$ cat config.mk
export PLATFORM = sky130hd
export DESIGN_NAME = sum_accumulator
export DESIGN_NICKNAME = d
export VERILOG_FILES = /design/src/rtl/sum_accumulator.sv
export SDC_FILE = /design/constraint.sdc
export NUM_CORES = 1
export LEC_CHECK = 0
export BUFFER_PORTS_ARGS = -buffer_cell sky130_fd_sc_hd__buf_2
export CAP_MARGIN = 20
export CORE_MARGIN = 5
export CORE_UTILIZATION = 57
export DETAILED_ROUTE_END_ITERATION = 8
export PLACE_DENSITY_LB_ADDON = 0.08
export SLEW_MARGIN = 20
export SYNTH_ARGS = -nofsm -noshare
export SYNTH_HDL_FRONTEND = slang
export SYNTH_SLANG_ARGS = --single-unit
$ cat constraint.sdc
create_clock -name clk_i -period 3.28 [get_ports clk_i]
set_clock_uncertainty 0.1 [all_clocks]
set_input_delay 0 -clock clk_i [delete_from_list [all_inputs] [get_ports clk_i]]
set_output_delay 0 -clock clk_i [all_outputs]
set_load 0.01 [all_outputs]
$ cat src/rtl/sum_accumulator.sv
// sum_accumulator
//   Accumulates a programmable number of unsigned WIDTH-bit samples from the
//   adder stage into an ACC_WIDTH-bit frame total, presented on a
//   valid/ready result port together with a sticky per-frame overflow flag.
//
// Ports
//   clk_i, rst_i          clock, async active-high reset
//   sum_i / sum_valid_i / sum_ready_o        sample stream in
//   len_i                 samples per frame (0 treated as 1), taken on the
//                         first accepted sample of a frame
//   result_o / result_valid_o / result_ready_i  frame total out
//   overflow_o            total wrapped past ACC_WIDTH bits this frame
//   busy_o                frame in progress (ACCUM or HOLD)
module sum_accumulator #(
  parameter int WIDTH     = 32,
  parameter int ACC_WIDTH = 40,
  parameter int LEN_WIDTH = 8
) (
  input  logic                 clk_i,
  input  logic                 rst_i,
  input  logic [WIDTH-1:0]     sum_i,
  input  logic                 sum_valid_i,
  output logic                 sum_ready_o,
  input  logic [LEN_WIDTH-1:0] len_i,
  output logic [ACC_WIDTH-1:0] result_o,
  output logic                 result_valid_o,
  input  logic                 result_ready_i,
  output logic                 overflow_o,
  output logic                 busy_o
);

  typedef enum logic [1:0] {S_IDLE, S_ACCUM, S_HOLD} state_t;

  state_t               r_state, w_state_nxt;
  logic [ACC_WIDTH-1:0] r_acc;
  logic [LEN_WIDTH-1:0] r_cnt, r_len;
  logic                 r_ovf;

  logic                 w_accept;
  logic [ACC_WIDTH-1:0] w_sum_ext;
  logic [ACC_WIDTH:0]   w_add;     // extra MSB is the carry out
  logic [LEN_WIDTH-1:0] w_cnt_inc;
  logic [LEN_WIDTH-1:0] w_len_eff;

  assign w_sum_ext = ACC_WIDTH'(sum_i);
  assign w_add     = {1'b0, r_acc} + {1'b0, w_sum_ext};
  assign w_cnt_inc = r_cnt + LEN_WIDTH'(1);
  // A zero length would never terminate; treat it as a one-sample frame.
  assign w_len_eff = (len_i == '0) ? LEN_WIDTH'(1) : len_i;
  assign w_accept  = sum_valid_i && sum_ready_o;

  always_ff @(posedge clk_i or posedge rst_i) begin
    if (rst_i) r_state <= S_IDLE;
    else       r_state <= w_state_nxt;
  end

  always_comb begin
    w_state_nxt    = r_state;
    sum_ready_o    = 1'b1;
    result_valid_o = 1'b0;
    busy_o         = 1'b0;
    case (r_state)
      S_IDLE: begin
        if (w_accept)
          w_state_nxt = (w_len_eff == LEN_WIDTH'(1)) ? S_HOLD : S_ACCUM;
      end
      S_ACCUM: begin
        busy_o = 1'b1;
        if (w_accept && (w_cnt_inc == r_len)) w_state_nxt = S_HOLD;
      end
      S_HOLD: begin
        busy_o         = 1'b1;
        sum_ready_o    = 1'b0;
        result_valid_o = 1'b1;
        if (result_ready_i) w_state_nxt = S_IDLE;
      end
      default: w_state_nxt = S_IDLE;
    endcase
  end

  // Datapath. Nothing is written in HOLD, so result and flag stay stable
  // until the downstream takes them.
  always_ff @(posedge clk_i or posedge rst_i) begin
    if (rst_i) begin
      r_acc <= '0;
      r_cnt <= '0;
      r_len <= '0;
      r_ovf <= 1'b0;
    end else if (w_accept) begin
      if (r_state == S_IDLE) begin
        r_acc <= w_sum_ext;
        r_cnt <= LEN_WIDTH'(1);
        r_len <= w_len_eff;
        r_ovf <= 1'b0;
      end else begin
        r_acc <= w_add[ACC_WIDTH-1:0];
        r_cnt <= w_cnt_inc;
        r_ovf <= r_ovf | w_add[ACC_WIDTH];
      end
    end
  end

  assign result_o   = r_acc;
  assign overflow_o = r_ovf;

endmodule

## Word level (Yosys, flattened, before mapping)

Index checks and enable logic that the tools add are counted.
W data, S select, Z words.

- Register bits after elaboration: 59
- Latch bits: 0
- RAM bits: 0
- ROM bits: 0
- Bits of input ports: 44
- Memories: 0

- Add/sub/neg operators: 2
- Multipliers: 0
- Divide/modulo/power cells: 0
- Magnitude comparators: 0
- Equality and inequality tests: 7
- Shift-type cells: 0
- Muxes and demuxes: 12
- Bitwise gates (word level): 1
- Reductions and logical operators: 7

Operators with widths:

| cell | count |
|---|---|
| $add A40 B32 Y41 | 1 |
| $mux W40 | 1 |
| $mux W8 | 2 |
| $add A8 B1 Y8 const B | 1 |
| $eq A8 B1 Y1 const B | 1 |
| $eq A8 B8 Y1 | 1 |
| $logic_not A8 Y1 | 1 |
| $mux W2 | 4 |
| $ne A2 B2 Y1 const B | 3 |
| $pmux W2 S3 | 1 |
| $mux W1 | 4 |
| $reduce_and A3 Y1 | 1 |
| $eq A2 B1 Y1 const B | 1 |
| $eq A2 B2 Y1 const B | 1 |
| $logic_and A1 B1 Y1 | 2 |
| $logic_not A2 Y1 | 1 |
| $reduce_and A2 Y1 | 1 |
| $reduce_or A2 Y1 | 1 |
| $or A1 B1 Y1 | 1 |

## Longest topological paths before layout

- Depth after elaboration: 6
- Gate-level depth with buffers: 11
- Depth with buffers taken out: 11

## Worst setup path after synthesis

No wires, ideal clock.

- Kind: reg-to-reg
- Start: register r_acc[0], in the netlist result_o[0]
- End: register r_acc[30], in the netlist result_o[30]
- Setup time: 0.133 ns
- Data arrival time: 2.506 ns
- Required time: 3.047 ns
- Slack: 0.541 ns
- Cell stages (with the launch flop): 12
- Buffers on the path: 0
- Cells stage by stage: dfrtp_1 ha_1 inv_1 fa_1 and2b_1 o2111ai_1 nor3b_1 o2111ai_1 o211ai_1 or4_1 a211oi_1 o31ai_1

- Longest elaborated chain between the ends: 2

RTL lines:

| item | RTL line | source |
|---|---|---|
| start, declared | 35 | `logic [ACC_WIDTH-1:0] r_acc;` |
| start signal, assigned | 91 | `r_acc <= w_sum_ext;` |
| start signal, assigned | 96 | `r_acc <= w_add[ACC_WIDTH-1:0];` |
| $add A40 B32 Y41 | 46 | `assign w_add = {1'b0, r_acc} + {1'b0, w_sum_ext};` |
| $mux W40 | 90 | `if (r_state == S_IDLE) begin` |

Every way passes these cells.
A chain may end at the register's enable or synchronous reset.

## Worst setup path in the final report

Ends and elaborated chain as after synthesis.

==> out/summary.txt <==
Fraction of layout cells with a size suffix above 1 - 0.172
CTS clk-pin slew, worst paths - 0.08 ns
Port Buf Inserts - 87
WP data arrival - 3.17 ns
Netlist cell types - 64
Final hold slack - 0.216 ns
Clock power frac - 0.119
Slew HR - 0.509
Pint - 2.95 mW
Post-Syn Nets - 698
Postcts setup bufs - 0
Core Box Area - 0.00864 sq mm
Final wirelength - 13.8 mm
Top cells by area, synth - dfrtp_1 29%, ha_1 9.0%, a21oi_1 5.6%
Yosys warns - 0
Die area - 0.0108 sq mm
Final Wtd Congestion - 0.989
Root Buffer - clkbuf_8
Total track usage - 0.257
Initial drt markers - 277
Final setup margin - 0.215 ns
Ant. Diodes - 0
Sequential share of power - 0.227
First-pass GRT wire length - 23.5 mm
Crit path largest cell delay - 0.47 ns
Sequential cell area fraction in the yosys report - 0.295
Vias in the first global route - 4915
Post-synth EDFFs - 0
Via count - 5049
Initial antenna violation count - 0
Pre-CTS WS - 0.276 ns
PwrDens - 958 mW/mm^2
Die Wd - 104 um
Avg Vias per Cell - 6.04
Worst-Margin Slew - 0.735 ns
Slew Limit Fails - 0
Initial Util - 0.580
RSZ-0062 raised after global routing - no
Top_reg_cell synth - dfrtp_1
Min Tclk post-route - 3.06 ns
Worst hold path type - in -> async
Max-cap violations - 0
Largest net degree at the start of global routing - 64
Maximum vdd drop - 0.901 mV
# clock sinks - 59
Most instantiated cells after synthesis - 64 x nand2_1, 59 x dfrtp_1, 56 x a21oi_1, 49 x o21ai_0, 40 x nor2_1
Max Clock Freq - 326 MHz
Congestion Overflow GR - 0
Top-count cell post-synth - nand2_1
WS Path Type - reg -> reg
Cell row count - 34
Tot Pwr - 5.80 mW
Worst-skew pair later-pin latency - 0.35 ns
Per-cell routed wire length - 16.5 um
Clk buf depth - 2
DP HPWL - 9.77 mm
Synthesized cell area - 0.00501 sq mm
Critical Path Fanout Max - 4
Data required, critical path - 3.39 ns
DRT Pass-1 Iters - 4
Area Overhead vs Synth - 20.8%
Status - complete, no violations
Ports - 88
Most used cell, CP - o2111ai_1
Dpl cells - 778
CTS tree - built
Combinational power share - 0.654
Htree depth - 3
Non-filler cells, final - 836
Endpoints failing hold - 0
Resized Gates After CTS - 0
Period utilization - 0.934
Synth area leader - dfrtp_1
Startpoint type of the worst setup path - flop
#FFs+latches synth - 59
Crit-path cells - ha_1, inv_1, fa_1, and2b_1, o2111ai_1, nor3b_1, o2111ai_1, o211ai_1, or4_1, a211oi_1, o31ai_1
CP max stage cell - or4_1
DRC violations left - 0
Post-synth top area share - 0.295
Die Span Y - 104 um
Pleak - 2.82 nW
Synth async-reset ratio - 1.00
Final setup violation count - 0
Final-stage net count - 804
Setup TNS - 0 ns
Cts bufs inserted - 9
DRT antenna net count - 0
Syn Area/Cell - 8.12 sq um
Worst setup EP type - flop
Sw frac - 0.491
R2R cell count - 11
Cells after Synth - 617
Sw Pwr - 2.85 mW
placed cells by master (no fill, tap or decap), drive strengths merged, types with 4 or more instances in the layout:
cell         instances
mux2                 7
dlygate4sd3         42
clkbuf              12
ha                  36
and3                15
nor2                40
nor3b                4
a31o                 4
o31ai                4
dfrtp               59
buf                 91
inv                 25
nor3                19
xnor2               16
mux2i               14
o2111ai              4
o21a                13
nor2b                5
o211ai               8
a31oi                9
nand2b               6
o21bai               4
nand4               14
xor2                13
nand2               64
nand3               30
a21oi               57
a21o                14
a211oi               8
o21ai               50
stage by stage:
stage | util | cell area, sq um
CTS | 0.701 | 6050
detailed placement | 0.630 | 5440
global placement | 0.630 | 5440
floorplan | - | 5010
global route | 0.701 | 6050
finish | 0.701 | 6050
what timing repair did:
item                                    CTS  global route
endpoints found under the hold margin    73             0
endpoints found under the setup margin    0             0
hold buffers                             42             0
cell type report:
class                   count  area [sq um]
clock buffers              12           145
clock inverters             4          50.0
fillers                   709          2580
inverters                  25          93.8
multi-input cells         495          3250
flip-flops and latches     59          1480
well taps                 108           135
repair buffers            133           898
registers in the layout, indices dropped and copies added, names as in the netlist:
signal	count
overflow_o	1
r_cnt	8
r_len	8
r_state	2
result_o	40
metal layers:
| layer | up-vias | share of wire | track usage | wire (um) |
|---|---|---|---|---|
| met5 | - | 0 | 0 | 0 |
| met4 | 0 | 0.018 | 0.0638 | 245 |
| met3 | 23 | 0.063 | 0.0572 | 863 |
| li1 | 2458 | - | - | - |
| met2 | 190 | 0.47 | 0.420 | 6470 |
| met1 | 2378 | 0.45 | 0.347 | 6220 |
critical path: cells and delay by family (launching register included):
| family | cells | cell delay [ns] |
|---|---|---|
| adders and majority gates | 2 | 0.55 |
| AOI/OAI and AO/OA | 5 | 0.89 |
| buffers and inverters | 1 | 0.06 |
| and+or+nand+nor | 3 | 0.95 |
| DFF | 1 | 0.37 |
power groups by stage:
| stage | logic (mW) | clock network [mW] | registers (mW) |
|---|---|---|---|
| after global routing | 4.20 | 0.734 | 1.37 |
| after global placement | 3.61 | 0 | 1.30 |
| final | 3.79 | 0.692 | 1.31 |
| after CTS | 3.75 | 0.706 | 1.31 |
| after detailed placement | 3.68 | 0 | 1.32 |
| after floorplan | 2.73 | 0 | 1.39 |
worst paths after layout:
check	from	endpoint	slack, ns
setup / recovery	result_o[0]	result_o[30]	0.22
hold / removal	rst_i	result_o[5]	0.22
setup reg to reg	result_o[0]	result_o[30]	0.22
hold reg to reg	r_len[0]	r_len[0]	0.41
max in group asynchronous	rst_i	result_o[22]	1.98
min in group clk_i	sum_valid_i	result_o[0]	0.30
cell families after synthesis:
family / synth area share
buffers and inverters: 0.0572
AO/OA/AOI/OAI: 0.252
adder cells (fa/ha/maj): 0.0939
AND/OR/NAND/NOR: 0.208
XOR/XNOR: 0.0507
multiplexers: 0.0437
flip-flops: 0.295
No activity file was read; power rests on OpenSTA's default activity.
